**src/rtl/l1a_match_fifo.sv**
```systemverilog
// l1a_match_fifo
//   Collects per-CFEB LCT/L1A match bits and the LCT error flag over a short
//   window after each L1A to the CFEBs. Each event is tagged with a 24-bit L1A
//   number and queued in a first-word-fall-through FIFO. The readout controller
//   pops one entry per event.
//
//   Ports
//     CLK        in   40 MHz system clock, rising edge
//     RST        in   synchronous reset, active-high
//     L1A        in   L1A to CFEBs (level, may last more than one cycle)
//     L1A_MATCH  in   per-CFEB match bits [5:1]
//     LCTERR     in   ALCT/CFEB LCT mismatch flag
//     RD_EN      in   pop head entry (ignored when EMPTY)
//     DOUT       out  head entry, valid while !EMPTY
//     EMPTY      out  FIFO empty
//     FULL       out  FIFO full
//     COUNT      out  occupancy 0..2**ADDR_W
//     OVFL       out  sticky: at least one event dropped since reset
//     L1ACNT     out  number of the last L1A seen
//
//   Entry format: [31] DROP  [30] LCTERR  [29:25] match[5:1]
//                 [24] NOMATCH  [23:0] L1A number
module l1a_match_fifo #(
  parameter int ADDR_W    = 4,
  parameter int MATCH_WIN = 4
) (
  input  logic              CLK,
  input  logic              RST,
  input  logic              L1A,
  input  logic [5:1]        L1A_MATCH,
  input  logic              LCTERR,
  input  logic              RD_EN,
  output logic [31:0]       DOUT,
  output logic              EMPTY,
  output logic              FULL,
  output logic [ADDR_W:0]   COUNT,
  output logic              OVFL,
  output logic [23:0]       L1ACNT
);

  localparam int             DEPTH    = 1 << ADDR_W;
  localparam logic [3:0]     WIN_LAST = 4'(MATCH_WIN - 1);
  localparam logic [ADDR_W:0] DEPTH_C = (ADDR_W + 1)'(DEPTH);

  typedef enum logic {
    S_IDLE,
    S_COLLECT
  } state_e;

  function automatic logic [30:0] build_entry(input logic       err,
                                              input logic [5:1] match,
                                              input logic [23:0] num);
    return {err, match, (match == 5'b00000), num};
  endfunction

  state_e       state_q, state_d;
  logic         l1a_q;
  logic         edge_w;
  logic [23:0]  l1acnt_q, l1acnt_d;
  logic [3:0]   win_q, win_d;
  logic [5:1]   acc_match_q, acc_match_d;
  logic         acc_err_q, acc_err_d;
  logic [23:0]  evt_num_q, evt_num_d;
  logic         push_q, push_d;
  logic [30:0]  entry_q, entry_d;

  logic [31:0]        mem [DEPTH];
  logic [ADDR_W-1:0]  wr_ptr_q, wr_ptr_d;
  logic [ADDR_W-1:0]  rd_ptr_q, rd_ptr_d;
  logic [ADDR_W:0]    count_q, count_d;
  logic               full_q, empty_q;
  logic               ovfl_q, ovfl_d;
  logic               drop_pend_q, drop_pend_d;
  logic               do_wr, do_rd, do_drop;

  // Event collection: edge detect, L1A numbering and the IDLE/COLLECT FSM.
  // A closing event is latched into entry_q and pushed in the following cycle.
  always_comb begin
    edge_w      = L1A & ~l1a_q;
    l1acnt_d    = edge_w ? l1acnt_q + 24'd1 : l1acnt_q;
    state_d     = state_q;
    win_d       = win_q;
    acc_match_d = acc_match_q;
    acc_err_d   = acc_err_q;
    evt_num_d   = evt_num_q;
    push_d      = 1'b0;
    entry_d     = entry_q;

    case (state_q)
      S_IDLE: begin
        if (edge_w) begin
          evt_num_d   = l1acnt_d;
          acc_match_d = L1A_MATCH;
          acc_err_d   = LCTERR;
          win_d       = 4'd1;
          if (MATCH_WIN == 1) begin
            push_d  = 1'b1;
            entry_d = build_entry(LCTERR, L1A_MATCH, l1acnt_d);
          end else begin
            state_d = S_COLLECT;
          end
        end
      end
      S_COLLECT: begin
        if (edge_w) begin
          // Close the running event on last cycle's accumulation; this
          // cycle's inputs open the next event.
          push_d      = 1'b1;
          entry_d     = build_entry(acc_err_q, acc_match_q, evt_num_q);
          evt_num_d   = l1acnt_d;
          acc_match_d = L1A_MATCH;
          acc_err_d   = LCTERR;
          win_d       = 4'd1;
        end else begin
          acc_match_d = acc_match_q | L1A_MATCH;
          acc_err_d   = acc_err_q | LCTERR;
          win_d       = win_q + 4'd1;
          if (win_q == WIN_LAST) begin
            push_d  = 1'b1;
            entry_d = build_entry(acc_err_d, acc_match_d, evt_num_q);
            state_d = S_IDLE;
          end
        end
      end
      default: state_d = S_IDLE;
    endcase
  end

  // FIFO control. A push into a full FIFO survives only if a pop frees the
  // head slot in the same cycle; otherwise it is dropped and the next
  // written entry is flagged.
  always_comb begin
    do_rd       = RD_EN & ~empty_q;
    do_wr       = push_q & (~full_q | RD_EN);
    do_drop     = push_q & full_q & ~RD_EN;
    wr_ptr_d    = do_wr ? wr_ptr_q + 1'b1 : wr_ptr_q;
    rd_ptr_d    = do_rd ? rd_ptr_q + 1'b1 : rd_ptr_q;
    count_d     = count_q;
    ovfl_d      = ovfl_q | do_drop;
    drop_pend_d = drop_pend_q;
    if (do_drop) begin
      drop_pend_d = 1'b1;
    end else if (do_wr) begin
      drop_pend_d = 1'b0;
    end
    case ({do_wr, do_rd})
      2'b10:   count_d = count_q + 1'b1;
      2'b01:   count_d = count_q - 1'b1;
      default: count_d = count_q;
    endcase
  end

  always_ff @(posedge CLK) begin
    if (RST) begin
      state_q     <= S_IDLE;
      l1a_q       <= 1'b0;
      l1acnt_q    <= 24'd0;
      win_q       <= 4'd0;
      push_q      <= 1'b0;
      wr_ptr_q    <= '0;
      rd_ptr_q    <= '0;
      count_q     <= '0;
      full_q      <= 1'b0;
      empty_q     <= 1'b1;
      ovfl_q      <= 1'b0;
      drop_pend_q <= 1'b0;
    end else begin
      state_q     <= state_d;
      l1a_q       <= L1A;
      l1acnt_q    <= l1acnt_d;
      win_q       <= win_d;
      push_q      <= push_d;
      wr_ptr_q    <= wr_ptr_d;
      rd_ptr_q    <= rd_ptr_d;
      count_q     <= count_d;
      full_q      <= (count_d == DEPTH_C);
      empty_q     <= (count_d == '0);
      ovfl_q      <= ovfl_d;
      drop_pend_q <= drop_pend_d;
    end
  end

  // Datapath registers carry no reset; their use is qualified by control.
  always_ff @(posedge CLK) begin
    acc_match_q <= acc_match_d;
    acc_err_q   <= acc_err_d;
    evt_num_q   <= evt_num_d;
    entry_q     <= entry_d;
    if (do_wr) begin
      mem[wr_ptr_q] <= {drop_pend_q, entry_q};
    end
  end

  // Memory is not cleared by reset, so the head is masked while empty.
  assign DOUT   = empty_q ? 32'd0 : mem[rd_ptr_q];
  assign EMPTY  = empty_q;
  assign FULL   = full_q;
  assign COUNT  = count_q;
  assign OVFL   = ovfl_q;
  assign L1ACNT = l1acnt_q;

endmodule

```
**config.mk**
```make
export PLATFORM = sky130hd
export DESIGN_NAME = l1a_match_fifo
export DESIGN_NICKNAME = d
export VERILOG_FILES = /design/src/rtl/l1a_match_fifo.sv
export SDC_FILE = /design/constraint.sdc
export NUM_CORES = 1
export LEC_CHECK = 0
export ABC_AREA = 1
export CORE_MARGIN = 2
export CORE_UTILIZATION = 45
export CTS_BUF_LIST = sky130_fd_sc_hd__clkbuf_4 sky130_fd_sc_hd__clkbuf_8
export CTS_CLUSTER_DIAMETER = 60
export DETAILED_ROUTE_END_ITERATION = 8
export PLACE_DENSITY = 0.67
export SYNTH_ARGS = -nofsm -noshare
export SYNTH_HDL_FRONTEND = slang
export SYNTH_SLANG_ARGS = --single-unit
export TNS_END_PERCENT = 20
```
**constraint.sdc**
```tcl
create_clock -name CLK -period 9.55 [get_ports CLK]
set_input_delay 1.91 -clock CLK [delete_from_list [all_inputs] [get_ports CLK]]
set_output_delay 1.91 -clock CLK [all_outputs]
set_load 0.03 [all_outputs]
```
Yosys cells after proc, flatten, opt, wreduce, memory -nomap -nowiden
Memories as Yosys holds them, arrays and structs flattened. A register that Yosys moved wholly into a read port is not among the register bits.
Index checks and enable logic that the tools add are counted.
{"block": "totals", "regBits": 109, "latch_bits": 0, "ram_bits": 512, "romBits": 0, "input_bits": 10, "out_inout_bits": 64, "word_cells": 76, "n_memories": 1}
{"block": "op_classes", "add_sub_neg": 6, "n_mul": 0, "div_mod_pow": 0, "magnitude_cmp": 0, "n_eq_ne": 5, "n_shift": 0, "mux": 27, "bitwise": 14, "n_reduce_logical": 7}
{"name": "mem", "words": 16, "width": 32, "rd": 1, "rd_clocked_by_memory_dff": 1, "write_ports": 1, "line": "67", "rtl": "logic [31:0] mem [DEPTH];"}
{"operator": "$mux W31", "n": 2}
{"operator": "$mux W24", "n": 2}
{"operator": "$mux W32", "n": 1}
{"operator": "$add A24 B1 Y24 const B", "n": 1}
{"operator": "$pmux W5 S2", "n": 2}
{"operator": "$mux W4", "n": 4}
{"operator": "$logic_not A5 Y1", "n": 3}
{"operator": "$add A4 B1 Y4 const B", "n": 3}
{"operator": "$mux W1", "n": 11}
{"operator": "$mux W5", "n": 2}
{"operator": "$pmux W4 S2", "n": 1}
{"operator": "$add A5 B1 Y5 const B", "n": 1}
{"operator": "$and A1 B1 Y1", "n": 5}
{"operator": "$eq A5 B5 Y1 const B", "n": 1}
{"operator": "$not A1 Y1", "n": 5}
{"operator": "$or A5 B5 Y5", "n": 1}
{"operator": "$sub A5 B1 Y5 const B", "n": 1}
{"operator": "$eq A4 B2 Y1 const B", "n": 1}
{"operator": "$pmux W1 S2", "n": 2}
{"operator": "$reduce_bool A2 Y1", "n": 2}
{"operator": "$or A1 B1 Y1", "n": 3}
{"operator": "$eq A2 B1 Y1 const B", "n": 1}
{"operator": "$eq A2 B2 Y1 const B", "n": 1}
{"operator": "$ne A2 B2 Y1 const B", "n": 1}
{"operator": "2 further kinds", "n": 2}

Logic depth before layout (Yosys ltp)
{"block": "logic_depth", "ltp_word": 6, "depth_mapped": 16, "mapped_depth_nobuf": 15}

Worst setup path before layout
No wires, ideal clock.
{"block": "synth_timing", "kind": "input-to-reg", "startpoint": "input RD_EN", "endpoint": "memory mem[11][0] (enable)", "setup_time_ps": 421, "arrival_ps": 3875, "slack_ps": 5254, "stages": 6, "cell_sequence": "inv_1 a21oi_2 inv_1 nor2_1 nand2_1 nor2_1"}
{"block": "synth_via", "elab_chain_cells": 4}
{"element": "start: declaration", "line": "32", "rtl": "input logic RD_EN,"}
{"element": "$or A1 B1 Y1", "line": "134", "rtl": "do_wr = push_q & (~full_q | RD_EN);"}
{"element": "$and A1 B1 Y1", "line": "134"}
{"element": "$mux W1", "line": "189", "rtl": "if (do_wr) begin"}
{"element": "$mux W1 (implied by the code)", "line": "190", "rtl": "mem[wr_ptr_q] <= {drop_pend_q, entry_q};"}
{"element": "end: declaration", "line": "67"}
No other way between the ends.

==> impl_metrics.yaml <==
floorplanning:
  die-width_microns: 237
  dieArea_sq_um: 56100
  initial_utilization_pct: 45.4
  fp.dieH_microns: 237
  core_sq_um: 53700
  fp-row-count: 85
  num_io_pins: 74
route:
  detail_route.iter0.violations: 1521
  detail_route.wl_per_cell_microns: 21.9
  drc: 0
  drtAntennaViolNets: 0
  drt_wl_total_microns: 59200
  vias_per_cell: 5.77
  via_count: 15600
  first_pass_iters: 5
run_status:
  outcome: "complete, no violations"
sta:
  setup_viol: 0
  worstMarginPinSlew_ns: 1.11
  setup_tns_ns: 0
  fmax_ghz: 0.155
  fin_crit_ns: 6.43
  hold_violations: 0
  rsz0062_at_grt: "no"
  finClkSkew_ns: 0.0241
  whs_ns: 0.418
  relSlewSlack_pct: 26.1
  maxSlewViolCount: 0
  period_share_pct: 67.3
logic_synthesis:
  synth_top_family_by_area: "compound AO/OA/AOI/OAI gates"
  synthArstFlopShare_pct: 0
  ys_seq_area_share_pct: 74.8
  synth_top_area_share_pct: 70.6
  ys.flop_type: "edfxtp_1"
  synth-simple-area-share_pct: 8.42
  avgSynthCellArea_sq_um: 13.2
  synthCells: 1843
  synth_edf_count: 573
  synth-xor-area-share_pct: 0.646
  syn-cell-area_sq_um: 24400
  synthMuxAreaShare_pct: 0
  ys_types: 39
  synth_top_area_cell: "edfxtp_1"
  synth_area_leaders: "edfxtp_1 71%, o21ai_0 5.4%, nor2_1 4.9%"
  synth_fa_ha_area_share_pct: 0.462
  syn-num-nets: 1862
  synth-compound-area-share_pct: 12.3
  ys_seq_elements: 625
  ys_warn_count: 0
clock_tree:
  postCtsSetupRepairBufs: 0
  cts_buffers: 97
  hold_buffers: 0
  clk_latency_ns: 0.67
  root_buffer: "clkbuf_8"
  clkSlewWorstSetupHoldPaths_ns: 0.06
  htree_levels: 3
  cts_tree: "built"
  clk_path_buf_depth: 3
  ctsResizeCount: 0
  numClockSinks: 625
final_layout:
  area_growth_syn_to_layout_pct: 13.7
  drive_gt1_share_pct: 11.3
  nNetsFinal: 1949
  num_antenna_cells: 0
  final_util_pct: 51.6
  post-route-cell-area_sq_um: 27700
  n_fill_cell: 4389
critical_path:
  arrival_ns: 4.52
  cp.required_ns: 7.64
  critPathCaptureType: "output pin"
  path_class: "flip-flop to output pin"
  worst_r2r_endpoint: "FULL$_SDFF_PP0_"
  critical_path.startpoint_type: "flip-flop"
  r2r_start: "EMPTY$_SDFF_PP1_"
  path_max_fanout: 106
  ff2ff_setup_slack_ns: 7.09
  reg2regPathDepth: 16
hold_path:
  hold_start: "evt_num_q[0]$_DFFE_PP_"
  min_to: "entry_q[0]$_DFFE_PP_"
  hold_depth: 0
  min_path_type: "flip-flop to flip-flop"
placed_design:
  numPortBuffers: 73
  placed_area_sq_um: 25900
  dpl.hpwl_microns: 29800
  place.gp.congestion: 0.772
global_routing:
  grt_max_degree: 107
  gr-total-overflow: 0
  antenna_found_initial: 0
  grt_pass1_wl_microns: 90000
  track_usage_pct: 21.2
  grt_pass1_vias: 15300
job:
  maxCapViolations: 0
pwr:
  power_density_nw_per_um2: 218
  total_power_mw: 6.05
  leakage_nw: 8.96
  peakVddDrop_mv: 0.114
-- cell usage in the layout (no fill, tap or decap), drive strengths merged, types with 4 or more instances in the layout --
| cell | instances |
|---|---|
| edfxtp | 573 |
| nor2 | 329 |
| o21ai | 271 |
| clkbuf | 121 |
| o221ai | 92 |
| nand2 | 88 |
| inv | 81 |
| clkdlybuf4s50 | 73 |
| a21oi | 53 |
| dfxtp | 52 |
| clkinv | 48 |
| nand3 | 46 |
| o22ai | 36 |
| o211ai | 36 |
| buf | 31 |
| xor2 | 15 |
| nor3 | 11 |
| ha | 9 |
| or2 | 7 |
| o31ai | 6 |
| nand4 | 6 |
| bufinv | 4 |
-- per-layer routing --
layer	global-route usage, %	vias up	share of wire (%)
met2	33.8	735	47
met3	3.43	109	8.2
li1	-	7036	-
met1	29.4	7728	43
met5	0	-	0
met4	7.94	0	2.5
-- worst max path at each step --
stage,cells after the start,startpoint,endpoint,slack [ns]
CTS,7,flip-flop,DOUT[15],3.08
floorplan,6,RD_EN,mem[11][0]$_DFFE_PP_,5.25
global route,7,flip-flop,DOUT[15],2.79
finish,7,flip-flop,DOUT[15],3.12
global placement,7,flip-flop,DOUT[15],3.92
detailed placement,7,flip-flop,DOUT[15],3.82
-- flip-flops by register name, indices dropped and copies added, names as in the netlist, named ones only --
name,count
mem,512
entry_q,31
L1ACNT,24
evt_num_q,24
COUNT,5
acc_match_q,5
rd_ptr_q,4
win_q,4
wr_ptr_q,4
EMPTY,1
FULL,1
OVFL,1
acc_err_q,1
drop_pend_q,1
l1a_q,1
push_q,1
state_q,1
-- final cells by class --
cell class,count,area (sq um),area share [%]
timing repair buffer,104,963,3.47
multi-input combinational,1021,5460,19.7
inverter,81,309,1.11
sequential,625,18300,65.8
clock inverter,55,350,1.26
tap,696,871,3.14
clock buffer,121,1520,5.49
-- kinds of logic after synthesis --
kind of cell,Yosys count
AND/OR/NAND/NOR,495
buffers and inverters,197
adder cells (fa/ha/maj),9
AO/OA/AOI/OAI,499
flip-flops,625
XOR/XNOR,18
-- metrics by stage --
| stage | cells | setup slack, ns |
|---|---|---|
| 2_1_floorplan | 1843 | 5.25 |
| 3_3_place_gp | 2527 | 3.92 |
| 3_5_place_dp | 2527 | 3.82 |
| 4_1_cts | 2703 | 3.08 |
| 5_1_grt | 2703 | 2.79 |
| 6_report | 2703 | 3.12 |
-- worst max-delay path, cell delays in order, from the launching register on --
cell             delay, ns
dfxtp_4               0.57
inv_6                 0.50
buf_4                 0.91
o21ai_0               0.18
o221ai_1              0.23
nand3_1               0.11
a21oi_1               0.47
clkdlybuf4s50_1       0.77
-- synthesized netlist by cell type, types with 5 or more instances --
library cell / n
o22ai_1: 36
buf_2: 28
o21ai_0: 264
nand2_1: 83
or2_2: 7
inv_1: 78
nand4_1: 5
edfxtp_1: 573
clkbuf_1: 73
ha_1: 9
xor2_1: 15
o221ai_1: 92
nand2_2: 5
buf_4: 8
dfxtp_1: 52
o31ai_1: 6
nor2_4: 5
o21ai_1: 7
o211ai_1: 36
nor3_1: 11
a21oi_1: 52
nand3_1: 45
nor2_1: 321
-- where the power goes --
group          total (mW)  switching (mW)  internal, mW  leakage (nW)
sequential           3.08          0.0788          3.00          5.62
clock                2.16            1.01          1.16         0.988
combinational       0.807           0.555         0.253          2.35
total                6.05            1.64          4.41          8.96
Note: power is estimated with default switching activity, not from simulation.
